===== config.mk =====
export PLATFORM = sky130hd
export DESIGN_NAME = fwd_hazard_unit
export DESIGN_NICKNAME = d
export VERILOG_FILES = /design/src/rtl/fwd_pkg.sv /design/src/rtl/fwd_src_match.sv /design/src/rtl/fwd_hazard_unit.sv
export SDC_FILE = /design/constraint.sdc
export NUM_CORES = 1
export LEC_CHECK = 0
export CORE_MARGIN = 1
export CORE_UTILIZATION = 50
export DETAILED_ROUTE_END_ITERATION = 16
export PLACE_DENSITY = 0.85
export SLEW_MARGIN = 20
export SYNTH_ARGS = -nofsm -noshare
export SYNTH_HDL_FRONTEND = slang
export SYNTH_SLANG_ARGS = --single-unit

===== constraint.sdc =====
create_clock -name clk -period 6.2 [get_ports clk]
set_clock_uncertainty 0.1 [all_clocks]
set_input_delay 1.55 -clock clk [delete_from_list [all_inputs] [get_ports clk]]
set_output_delay 1.55 -clock clk [all_outputs]
set_load 0.02 [all_outputs]

===== src/rtl/fwd_pkg.sv =====
// fwd_pkg: shared shadow-entry type, default parameters and select-width helper for fwd_hazard_unit
package fwd_pkg;
  localparam int FWD_NUM_SRC    = 2;
  localparam int FWD_REG_AW     = 5;
  localparam int FWD_NUM_STAGES = 3;
  localparam int FWD_LOAD_STAGE = 2;
  // Shadow entries carry the destination index at this fixed width; REG_AW must not exceed it.
  localparam int FWD_RD_MAXW    = 16;

  localparam logic [1:0] FWD_MODE_REG = 2'd0;
  localparam logic [1:0] FWD_MODE_FL  = 2'd1;
  localparam logic [1:0] FWD_MODE_LR  = 2'd2;

  typedef struct packed {
    logic                   valid;
    logic                   rd_en;
    logic [FWD_RD_MAXW-1:0] rd;
    logic                   is_load;
    logic                   fl_wr;
    logic                   lr_wr;
  } fwd_entry_t;

  function automatic int fwd_selw(input int n);
    return (n < 2) ? 1 : $clog2(n);
  endfunction
endpackage


===== src/rtl/fwd_src_match.sv =====
// fwd_src_match: youngest-producer priority encoder over the in-flight shadow entries
module fwd_src_match import fwd_pkg::*; #(
  parameter int         NUM_STAGES = FWD_NUM_STAGES,
  parameter logic [1:0] MODE       = FWD_MODE_REG,
  localparam int        SELW       = fwd_selw(NUM_STAGES)
) (
  input  fwd_entry_t             i_ent [NUM_STAGES],
  input  logic [FWD_RD_MAXW-1:0] i_key,
  input  logic                   i_en,
  output logic                   o_hit,
  output logic [SELW-1:0]        o_idx,
  output logic                   o_is_load
);
  logic [NUM_STAGES-1:0] w_m;

  genvar k;
  for (k = 0; k < NUM_STAGES; k++) begin : g_m
    assign w_m[k] = i_ent[k].valid && ((MODE == FWD_MODE_REG) ? (i_ent[k].rd_en && i_ent[k].rd == i_key) :
                                       (MODE == FWD_MODE_FL)  ? i_ent[k].fl_wr : i_ent[k].lr_wr);
  end

  // Scan oldest to youngest so the lowest matching stage wins.
  always_comb begin
    o_hit     = 1'b0;
    o_idx     = '0;
    o_is_load = 1'b0;
    for (int s = NUM_STAGES - 1; s >= 0; s--)
      if (i_en && w_m[s]) begin
        o_hit     = 1'b1;
        o_idx     = SELW'(s);
        o_is_load = i_ent[s].is_load;
      end
  end
endmodule


===== src/rtl/fwd_hazard_unit.sv =====
// fwd_hazard_unit: operand forwarding selects and load-use stall; optional stall counter under FWD_STALL_CNT_EN
module fwd_hazard_unit import fwd_pkg::*; #(
  parameter int  NUM_SRC    = FWD_NUM_SRC,
  parameter int  REG_AW     = FWD_REG_AW,
  parameter int  NUM_STAGES = FWD_NUM_STAGES,
  parameter int  LOAD_STAGE = FWD_LOAD_STAGE,
  localparam int SELW       = fwd_selw(NUM_STAGES)
) (
  input  logic                      clk,
  input  logic                      rst,
  input  logic                      pipe_adv,
  input  logic                      flush,
  input  logic                      dec_valid,
  input  logic [NUM_SRC*REG_AW-1:0] dec_src,
  input  logic [NUM_SRC-1:0]        dec_src_use,
  input  logic                      dec_rd_en,
  input  logic                      dec_is_load,
  input  logic                      dec_fl_wr,
  input  logic                      dec_lr_wr,
  input  logic [REG_AW-1:0]         dec_rd,
  output logic                      stall,
  output logic [NUM_SRC*SELW-1:0]   fwd_sel,
  output logic [SELW-1:0]           fwd_fl_sel,
  output logic [SELW-1:0]           fwd_lr_sel,
  output logic [31:0]               stall_cnt
);
  // Match slots: sources first, then FL, then LR.
  localparam int NM = NUM_SRC + 2;

  fwd_entry_t               r_sh [NUM_STAGES];
  logic [NUM_SRC*SELW-1:0]  r_sel;
  logic [SELW-1:0]          r_fl;
  logic [SELW-1:0]          r_lr;

  logic [FWD_RD_MAXW-1:0]   w_key  [NM];
  logic [NM-1:0]            w_en;
  logic [NM-1:0]            w_hit;
  logic [SELW-1:0]          w_idx  [NM];
  logic [NM-1:0]            w_ld;
  logic [SELW-1:0]          w_cand [NM];
  logic [NUM_SRC*SELW-1:0]  w_sel_n;
  logic                     w_lu;
  logic                     w_cap;
  fwd_entry_t               w_new;

  genvar g;
  for (g = 0; g < NM; g++) begin : g_m
    if (g < NUM_SRC) begin : g_s
      assign w_key[g] = FWD_RD_MAXW'(dec_src[g*REG_AW +: REG_AW]);
      assign w_en[g]  = dec_src_use[g] && (dec_src[g*REG_AW +: REG_AW] != '0);
      assign w_sel_n[g*SELW +: SELW] = w_cand[g];
    end else begin : g_f
      assign w_key[g] = '0;
      assign w_en[g]  = 1'b1;
    end
    fwd_src_match #(
      .NUM_STAGES(NUM_STAGES),
      .MODE((g < NUM_SRC) ? FWD_MODE_REG : (g == NUM_SRC) ? FWD_MODE_FL : FWD_MODE_LR)
    ) u_match (
      .i_ent    (r_sh),
      .i_key    (w_key[g]),
      .i_en     (w_en[g]),
      .o_hit    (w_hit[g]),
      .o_idx    (w_idx[g]),
      .o_is_load(w_ld[g])
    );
    // A producer in the last tracked stage has retired by EX time; read the architectural copy.
    assign w_cand[g] = (w_hit[g] && int'(w_idx[g]) < NUM_STAGES - 1) ? SELW'(int'(w_idx[g]) + 1) : '0;
  end

  // Load-use: a used source whose youngest producer is a load not yet at a forwardable stage.
  always_comb begin
    w_lu = 1'b0;
    for (int s = 0; s < NM; s++)
      if (s < NUM_SRC && w_hit[s] && w_ld[s] && int'(w_idx[s]) + 1 < LOAD_STAGE)
        w_lu = 1'b1;
  end

  assign stall = dec_valid && !flush && w_lu;
  assign w_cap = dec_valid && !flush && !w_lu;
  assign w_new = '{valid: 1'b1, rd_en: dec_rd_en, rd: FWD_RD_MAXW'(dec_rd),
                   is_load: dec_is_load, fl_wr: dec_fl_wr, lr_wr: dec_lr_wr};

  // Shadow shift register and EX-aligned forward selects.
  always_ff @(posedge clk or posedge rst) begin
    if (rst) begin
      for (int k = 0; k < NUM_STAGES; k++) r_sh[k] <= '0;
      r_sel <= '0;
      r_fl  <= '0;
      r_lr  <= '0;
    end else begin
      if (pipe_adv)
        for (int k = 1; k < NUM_STAGES; k++) r_sh[k] <= r_sh[k-1];
      if (pipe_adv || flush) begin
        r_sh[0] <= w_cap ? w_new : '0;
        r_sel   <= w_cap ? w_sel_n : '0;
        r_fl    <= w_cap ? w_cand[NUM_SRC] : '0;
        r_lr    <= w_cap ? w_cand[NUM_SRC+1] : '0;
      end
    end
  end

  assign fwd_sel    = r_sel;
  assign fwd_fl_sel = r_fl;
  assign fwd_lr_sel = r_lr;

`ifdef FWD_STALL_CNT_EN
  logic [31:0] r_cnt;

  // Saturating count of advancing cycles spent stalled.
  always_ff @(posedge clk or posedge rst) begin
    if (rst) r_cnt <= '0;
    else if (stall && pipe_adv && r_cnt != '1) r_cnt <= r_cnt + 32'd1;
  end

  assign stall_cnt = r_cnt;
`else
  assign stall_cnt = '0;
`endif
endmodule


Yosys cells after proc, flatten, opt, wreduce, memory -nomap -nowiden
Index checks and enable logic that the tools add are counted.
{ "word_totals": {"output_inout_bits": 41, "elab_cells": 119, "in_bits": 26, "regBits": 71} }
{ "classes": {"order_cmp": 6, "n_reduce_logical": 42, "add_sub_neg": 4, "n_eq_ne": 6, "muxes": 40} }
{ "op_table": {"columns": ["cell", "n"], "rows": [
  ["$eq A16 B5 Y1", 6],
  ["$logic_and A1 B1 Y1", 37],
  ["$mux W2", 18],
  ["$mux W21", 1],
  ["$mux W1", 20],
  ["$reduce_bool A5 Y1", 2],
  ["$lt A2 B2 Y1 const B", 4],
  ["$add A2 B1 Y3 const B", 2],
  ["$lt A3 B2 Y1 const B", 2],
  ["$add A2 B1 Y2 const B", 2],
  ["$mux W4", 1],
  ["$logic_not A1 Y1", 2],
  ["$logic_or A1 B1 Y1", 1]
]} }

Logic depth before layout (Yosys ltp)
Gate-level depths: netlist (run 1).
{ "logic_depth": {"ltp_word": 15, "depth_mapped": 11, "mapped_depth_nobuf": 9} }

Cells and area by module
From an unflattened synthesis (run 1), not the netlist that was laid out.
{ "hier_totals": {"hier_cells": 325, "area_unflattened_um2": 3138.0} }
{ "modules_own_cells": {"columns": ["mod", "cells_per_inst", "n_inst", "seq_area_each_um2", "area_per_inst_um2"], "rows": [
  ["fwd_hazard_unit", 137, 1, 950.9, 1784.2],
  ["fwd_src_match at g_m[0].u_match ...", 80, 2, 0.0, 604.3],
  ["fwd_src_match at g_m[2].u_match ...", 14, 2, 0.0, 72.6]
]} }

Worst setup path before layout (run 1)
OpenSTA, ideal clock, no wires.
{ "synth_path": {"path_kind": "input-to-output", "startpoint": "in dec_src[3]", "endpoint": "out stall", "slack_ns": 1.033, "required_time_ns": 4.550, "stages": 8, "n_path_buf": 0, "t_arrival_ns": 3.517, "path_cell_list": "xor2_1 > or4_4 > or3_4 > or2b_1 > ha_1 > o21ai_1 > or2_2 > a21oi_1"} }
{ "synth_via": {"elab_chain_cells": 13, "elab_cells_between_ends": 30, "cone_classes": "add/sub (1); order compare (1); eq/ne (3); mux (11); reduce/logical (14)"} }
{ "synth_lines": {"columns": ["element", "line_no", "source"], "rows": [
  ["from (decl)", "fwd_hazard_unit.sv:14", "input logic [NUM_SRC*REG_AW-1:0] dec_src,"],
  ["$eq A16 B5 Y1", "fwd_src_match.sv:18", "assign w_m[k] = i_ent[k].valid && ((MODE == FWD_MODE_REG) ? (i_ent[k].rd_en && i_ent[k].rd == i_key) :"],
  ["$logic_and A1 B1 Y1 (2 in a row)", "fwd_src_match.sv:18", null],
  ["$logic_and A1 B1 Y1", "fwd_src_match.sv:28", "if (i_en && w_m[s]) begin"],
  ["$mux W2 (3 in a row)", "fwd_src_match.sv:28", null],
  ["$add A2 B1 Y3", "fwd_hazard_unit.sv:75", "if (s < NUM_SRC && w_hit[s] && w_ld[s] && int'(w_idx[s]) + 1 < LOAD_STAGE)"],
  ["$lt A3 B2 Y1", "fwd_hazard_unit.sv:75", null],
  ["$logic_and A1 B1 Y1 *", "fwd_hazard_unit.sv:75", null],
  ["$mux W1 * (2 in a row)", "fwd_hazard_unit.sv:75", null],
  ["$logic_and A1 B1 Y1 *", "fwd_hazard_unit.sv:79", "assign stall = dec_valid && !flush && w_lu;"],
  ["to (decl)", "fwd_hazard_unit.sv:21", "output logic stall,"]
]} }
Mark *: on every way between the ends. The rest lies on a longest branch, timed or not.

Final worst setup path (run 1)
{ "layout_path": {"startpoint": "in dec_src[7]", "endpoint": "out stall"} }
{ "layout_via": {"elab_chain_cells": 12, "elab_cells_between_ends": 29, "cone_classes": "add/sub (1); order compare (1); eq/ne (3); mux (10); reduce/logical (14)"} }
{ "layout_lines": {"columns": ["element", "line_no"], "rows": [
  ["$eq A16 B5 Y1", "fwd_src_match.sv:18"],
  ["$logic_and A1 B1 Y1 (2 in a row)", "fwd_src_match.sv:18"],
  ["$logic_and A1 B1 Y1", "fwd_src_match.sv:28"],
  ["$mux W2 (3 in a row)", "fwd_src_match.sv:28"],
  ["$add A2 B1 Y3", "fwd_hazard_unit.sv:75"],
  ["$lt A3 B2 Y1", "fwd_hazard_unit.sv:75"],
  ["$logic_and A1 B1 Y1 *", "fwd_hazard_unit.sv:75"],
  ["$mux W1 *", "fwd_hazard_unit.sv:75"],
  ["$logic_and A1 B1 Y1 *", "fwd_hazard_unit.sv:79"]
]} }
Marks and branches as above.

==> summary.txt, run 1 <==
Floorplanning
  • Area of the core: 4090 sq um
  • Die width: 67.7 um
  • Chip height: 67.7 um
  • Std cell rows: 23
  • Die area: 4580 sq um
  • Starting Density: 52.8%
  • Boundary Pins: 67

Global route
  • Largest net degree at the start of global routing: 37
  • First-pass GRT wire length: 6930 um
  • All-Layer GR Usage: 20.7%
  • Grt total ovfl: 0
  • Initial antenna violation count: 0
  • Vias in the first global route: 1498

Drt
  • Drt first pass iters: 4
  • Routed vias/inst: 5.21
  • Remaining DRCs: 0
  • Routed wire length: 4210 um
  • Wire per inst: 14.2 um
  • DR iter-0 viols: 47
  • Via count: 1541
  • DRT antenna net count: 0

Power
  • Sequential share of power: 46.8%
  • Worst VDD drop: 0.180 mV
  • PwrDens: 212 nW/um^2
  • NetSw: 0.144 mW
  • Logic pwr share: 16.2%
  • Pint: 0.404 mW
  • Lkg Pwr: 1.17 nW
  • Switching Share: 26.3%
  • Clock power share: 37.0%

Critical path
  • CP max stage delay: 0.53 ns
  • Crit path kind: in2out
  • Crit Path Max Fanout: 4
  • CP Data Arrival Time: 4.09 ns
  • Delay-heaviest family, CP: simple AND/OR/NAND/NOR gates
  • CP required: 4.55 ns
  • CP bufs+invs: 2
  • CP endpoint kind: primary output
  • Crit path launch type: primary input
  • Cell repeated most along the worst path: or4_1
  • CP Cell Sequence: clkdlybuf4s50_1, or4_1, o21ai_2, or4_1, nand2_1, or4_1, ha_1, o21ai_0, or2_2, a21oi_1, dlymetal6s2s_1
  • Slowest stage cell, crit path: or4_1

Finish
  • Share of cells above drive strength 1: 17.5%
  • Register area: 901 sq um
  • Fillers: 344
  • Area of the multi-input gates: 1070 sq um
  • Synthesis-to-finish area growth: 20.0%
  • NumNets Final: 273
  • Post-route insts no fill: 296
  • Diode count: 0

Logic synthesis
  • Syn Area/Cell: 10.8 sq um
  • Syn. warnings: 0
  • Post-synthesis register bit count: 36
  • Distinct cells, synth: 36
  • Mapped Cells: 200
  • Synthesized area: 2160 sq um
  • Seq/Total Area, Yosys: 41.7%

Clock tree
  • Longest Clk Path Bufs: 2
  • Htree depth: 2
  • Clk sink count: 36
  • CTS tree: done
  • Clock-pin slew on the worst setup and hold paths: 0.07 ns
  • Num CTS Buffers: 5
  • Root buf cell: clkbuf_8
  • Latest clock arrival within the worst-skew pair: 0.29 ns

Placed design
  • Placed Cells: 288
  • RePlAce Congestion: 0.872
  • Port bufs: 34
  • HPWL Detailed: 3160 um

Status
  • Status: complete, no violations

Timing
  • Slew @ Worst Pin: 1.01 ns
  • Slew headroom: 32.5%
  • RSZ-0062 raised after global routing: false
  • Max-slew violation count: 0
  • Fin crit share: 92.6%
  • Tmin final: 5.74 ns
  • Endpoints failing setup: 0
  • Fmax: 174 MHz
  • Setup TNS: 0 ns
  • Hold Fails Final Rpt: 0

Hold path
  • Hold Crit Class: reg2reg

Job
  • Max_cap viols: 0
==> per-stage QoR <==
step	power, mW	hold slack (ns)	cell area, sq um	setup WS [ns]	util [%]
after detailed placement	0.350	0.377	2470	0.0779	60.5
after global routing	0.573	0.436	2590	0.304	63.4
after CTS	0.553	0.395	2580	0.0831	63.3
final	0.549	0.389	2590	0.457	63.4
after global placement	0.347	0.369	2470	0.131	60.5
after floorplan	0.330	0.353	2270	1.03	-
==> power groups by stage <==
| stage | Combinational, mW | Clock [mW] | Sequential [mW] |
|---|---|---|---|
| after global routing | 0.0978 | 0.218 | 0.258 |
| after detailed placement | 0.0885 | 0 | 0.261 |
| after floorplan | 0.0734 | 0 | 0.257 |
| after CTS | 0.0891 | 0.207 | 0.257 |
| after global placement | 0.0867 | 0 | 0.261 |
| final | 0.0889 | 0.203 | 0.257 |
==> cells in the mapped netlist <==
master	count	area share (%)
buf_6	1	0.52
a311oi_1	1	0.41
o221a_1	1	0.52
dfrtp_1	36	42
a211oi_1	1	0.35
nand2b_1	1	0.29
nand4_1	4	1.2
xnor2_1	26	11
mux2_2	16	8.3
or2b_1	1	0.35
or2_2	3	0.87
nand2_1	11	1.9
o21ai_0	3	0.70
a22o_1	13	5.3
buf_4	32	11
buf_1	3	0.52
buf_12	1	0.93
nor3b_1	1	0.35
conb_1	1	0.17
ha_1	2	1.2
or4_1	5	1.7
nand3_1	5	1.2
inv_1	5	0.87
or4_4	1	0.52
a32o_1	4	1.9
nor3_1	3	0.70
nor2_1	2	0.35
o21ai_1	1	0.23
a21o_1	1	0.35
or3_1	1	0.29
a21oi_1	3	0.70
or3_4	1	0.52
xor2_1	4	1.6
nor4_1	3	0.87
clkbuf_1	1	0.17
o21ai_2	2	0.81
==> timing repair <==
| item | in CTS | in global routing |
|---|---|---|
| resized for setup | 0 | 1 |
| endpoints found under the setup margin | 0 | 1 |
| hold buffers | 0 | 0 |
| setup buffers | 0 | 0 |
==> layout by cell type, fill, tap and decap left out, types with 2 or more instances in the layout <==
cell / count
dfrtp_1: 36
clkdlybuf4s50_1: 33
conb_1: 32
xnor2_1: 26
mux2_2: 16
a22o_1: 13
nand2_1: 11
buf_4: 11
or4_1: 5
nand3_1: 5
inv_1: 5
clkbuf_8: 5
nand4_1: 4
xor2_1: 4
a32o_1: 4
nor3_1: 3
nor4_1: 3
o21ai_0: 3
a21oi_1: 3
or2_2: 3
o21ai_2: 2
ha_1: 2
==> path summary, 6_finish.rpt <==
check | startpoint | end | slack (ns) | cells after the start
max | dec_src[7] | stall | 0.46 | 11
min | r_sh[23]$_DFFE_PP0P_ | r_sh[2]$_DFFE_PP0P_ | 0.39 | 2
max reg2reg | r_sh[25]$_DFFE_PP0P_ | fwd_sel[3]$_DFFE_PP0P_ | 3.21 | 8
min reg2reg | r_sh[23]$_DFFE_PP0P_ | r_sh[2]$_DFFE_PP0P_ | 0.39 | 2
max in group asynchronous | rst | fwd_sel[1]$_DFFE_PP0P_ | 4.09 | 3
min in group asynchronous | rst | r_sh[49]$_DFFE_PP0P_ | 1.59 | 3
==> registers in the layout (all words and copies together) (netlist names) <==
signal / count
fwd_fl_sel: 2
fwd_lr_sel: 2
fwd_sel: 4
r_sh: 28
==> kinds of logic after synthesis <==
| family | share of synthesized area (%) |
|---|---|
| buf+inv | 14.1 |
| simple gates | 11.1 |
| flops | 41.7 |
| compound gates | 11.2 |
| xor+xnor | 12.2 |
| mux | 8.35 |
| fa+ha+maj | 1.16 |
| other cells | 0.174 |
==> per-layer routing <==
metal	track usage, %	up-vias	routed length, um	part of all wire [%]
li1	-	729	-	-
met1	27.1	747	1900	45
met2	33.9	59	2070	49
met3	4.22	6	180	4.3
met4	6.91	0	57	1.4
met5	0	-	0	0
==> cell type report <==
class                      count  area share, %
clock buffer                   5           2.66
timing repair buffer          45           16.4
tap                           50           2.42
sequential                    36           34.8
inverter                       5          0.725
clock inverter                 3           1.64
multi-input combinational    152           41.4
==> worst min-delay path: stages, from the launching register on <==
cell     delay (ns)
dfrtp_1        0.35
nand2_1        0.05
o21ai_0        0.06
Power figures use the tool's default switching activity.
==> run 2: changes to the inputs <==
SKIP_LAST_GASP = 1   (was default)
==> results of run 2 <==
Same layout as run 1: the final DEF is identical, and so are final timing and power.
==> run 3: changes to the inputs <==
CORE_MARGIN = 2   (was 1)
==> run 3 against run 2 <==
Compared with the run above:
- non-clock buffer count decreased by 3
- combinational power decreased by 1%
- sequential power about the same
- clock power decreased by 17%
- worst setup slack got worse by 0.078 ns
- worst hold slack improved by 0.0016 ns
- sequential share of layout area increased by 0.60 points
- largest power group unchanged
==> summary.txt, run 3 (synthesis gave the netlist of run 1 again) <==
Critical path
  • Worst Reg-to-Reg Cells: 8
  • Stages on the worst setup path: 11
  • Reg2Reg Setup Slack: 3.19 ns
  • CP max stage delay: 0.57 ns
  • Crit path kind: in2out
  • Crit path launch type: primary input
  • CP Cell Sequence: clkdlybuf4s50_1, or4_1, o21ai_2, or4_1, nand2_1, or4_1, ha_1, o21ai_0, or2_2, a21oi_1, dlymetal6s2s_1
  • CP bufs+invs: 2
  • CP required: 4.55 ns
  • CP endpoint kind: primary output
  • Slowest stage cell, crit path: or4_1
  • CP Data Arrival Time: 4.17 ns
  • Delay-heaviest family, CP: simple AND/OR/NAND/NOR gates
  • Crit Path Max Fanout: 4
  • Cell repeated most along the worst path: or4_1

Floorplanning
  • Starting Density: 52.8%
  • Std cell rows: 23
  • Die width: 69.7 um
  • Area of the core: 4090 sq um
  • Chip height: 69.7 um
  • Die area: 4860 sq um
  • Boundary Pins: 67

Drt
  • Via count: 1546
  • Remaining DRCs: 0
  • Routed vias/inst: 5.28
  • DR iter-0 viols: 57
  • Wire per inst: 14.6 um
  • Drt first pass iters: 4
  • Routed wire length: 4290 um
  • DRT antenna net count: 0

Clock tree
  • CTS tree: done
  • Root buf cell: clkbuf_8
  • Num CTS Buffers: 5
  • Htree depth: 2
  • Clk sink count: 36
  • Longest Clk Path Bufs: 2
  • Latest clock arrival within the worst-skew pair: 0.30 ns
  • Clock-pin slew on the worst setup and hold paths: 0.07 ns

Timing
  • Slew @ Worst Pin: 0.994 ns
  • Endpoints failing setup: 0
  • RSZ-0062 raised after global routing: false
  • Fmax: 172 MHz
  • Setup TNS: 0 ns
  • Fin crit share: 93.9%
  • Slew headroom: 33.5%
  • Hold Fails Final Rpt: 0
  • Max-slew violation count: 0
  • Tmin final: 5.82 ns

Finish
  • Synthesis-to-finish area growth: 18.0%
  • NumNets Final: 270
  • Largest Register: r_sh
  • Share of cells above drive strength 1: 16.5%
  • Max FFs per register: 28
  • Final design utilization: 62.3%
  • Most common cell after layout, fill and taps aside: dfrtp_1
  • Commonest cells after routing, fill and taps aside: 36 x dfrtp_1, 32 x conb_1, 32 x clkdlybuf4s50_1
  • Post-route insts no fill: 293
  • Diode count: 0

Power
  • Lkg Pwr: 1.16 nW
  • Power Total: 0.513 mW
  • Worst VDD drop: 0.161 mV
  • PwrDens: 202 nW/um^2

Job
  • Max_cap viols: 0

Placed design
  • Port bufs: 34
  • Placed Cells: 285
  • HPWL Detailed: 3210 um
  • RePlAce Congestion: 0.839

Global route
  • First-pass GRT wire length: 6990 um
  • Initial antenna violation count: 0
  • Vias in the first global route: 1438
  • All-Layer GR Usage: 18.5%
  • Largest net degree at the start of global routing: 37
  • Grt total ovfl: 0

Status
  • Status: complete, no violations

Hold path
  • Hold Crit Class: reg2reg
  • Worst hold stages: 2
-- run 3: layout make-up --
class	instances	area (sq um)
multi-input combinational	152	1070
clock inverter	3	18.8
inverter	5	18.8
timing repair buffer	42	405
fill	346	1540
sequential	36	901
clock buffer	5	68.8
tap	50	62.6
-- run 3: where the power goes --
group,switching (mW),internal [mW]
registers,0.0119,0.244
logic,0.0485,0.0395
clock network,0.0906,0.0783
total,0.151,0.362
-- run 3: final timing paths --
kind / start / end
max: dec_src[8] / stall
min: r_sh[23]$_DFFE_PP0P_ / r_sh[2]$_DFFE_PP0P_
max reg2reg: r_sh[25]$_DFFE_PP0P_ / fwd_sel[3]$_DFFE_PP0P_
min reg2reg: r_sh[23]$_DFFE_PP0P_ / r_sh[2]$_DFFE_PP0P_
max in group asynchronous: rst / fwd_lr_sel[0]$_DFFE_PP0P_
min in group asynchronous: rst / r_sh[48]$_DFFE_PP0P_
-- run 3: through the flow --
stage	cell area (sq um)	hold WS, ns	setup slack [ns]
after global routing	2550	0.416	0.220
after global placement	2450	0.364	0.108
after detailed placement	2450	0.385	0.0587
final	2550	0.391	0.379
after CTS	2540	0.402	0.0480
after floorplan	2270	0.353	1.03
-- run 3: metal layers --
metal / vias to the layer above / global-route usage [%] / share of wire [%]
li1: 733 / - / -
met1: 734 / 24.1 / 44
met2: 68 / 28.5 / 47
met3: 11 / 5.81 / 6.9
met4: 0 / 7.91 / 2.6
met5: - / 0 / 0
-- run 3: timing repair --
item,CTS,global route
endpoints found under the setup margin,0,1
gates resized for setup,0,2
setup buffers,0,0
hold buffers,0,0
-- run 3: tightest hold or removal path, stage by stage (launching register included) --
cell	delay (ns)
dfrtp_1	0.35
nand2_1	0.05
o21ai_0	0.06
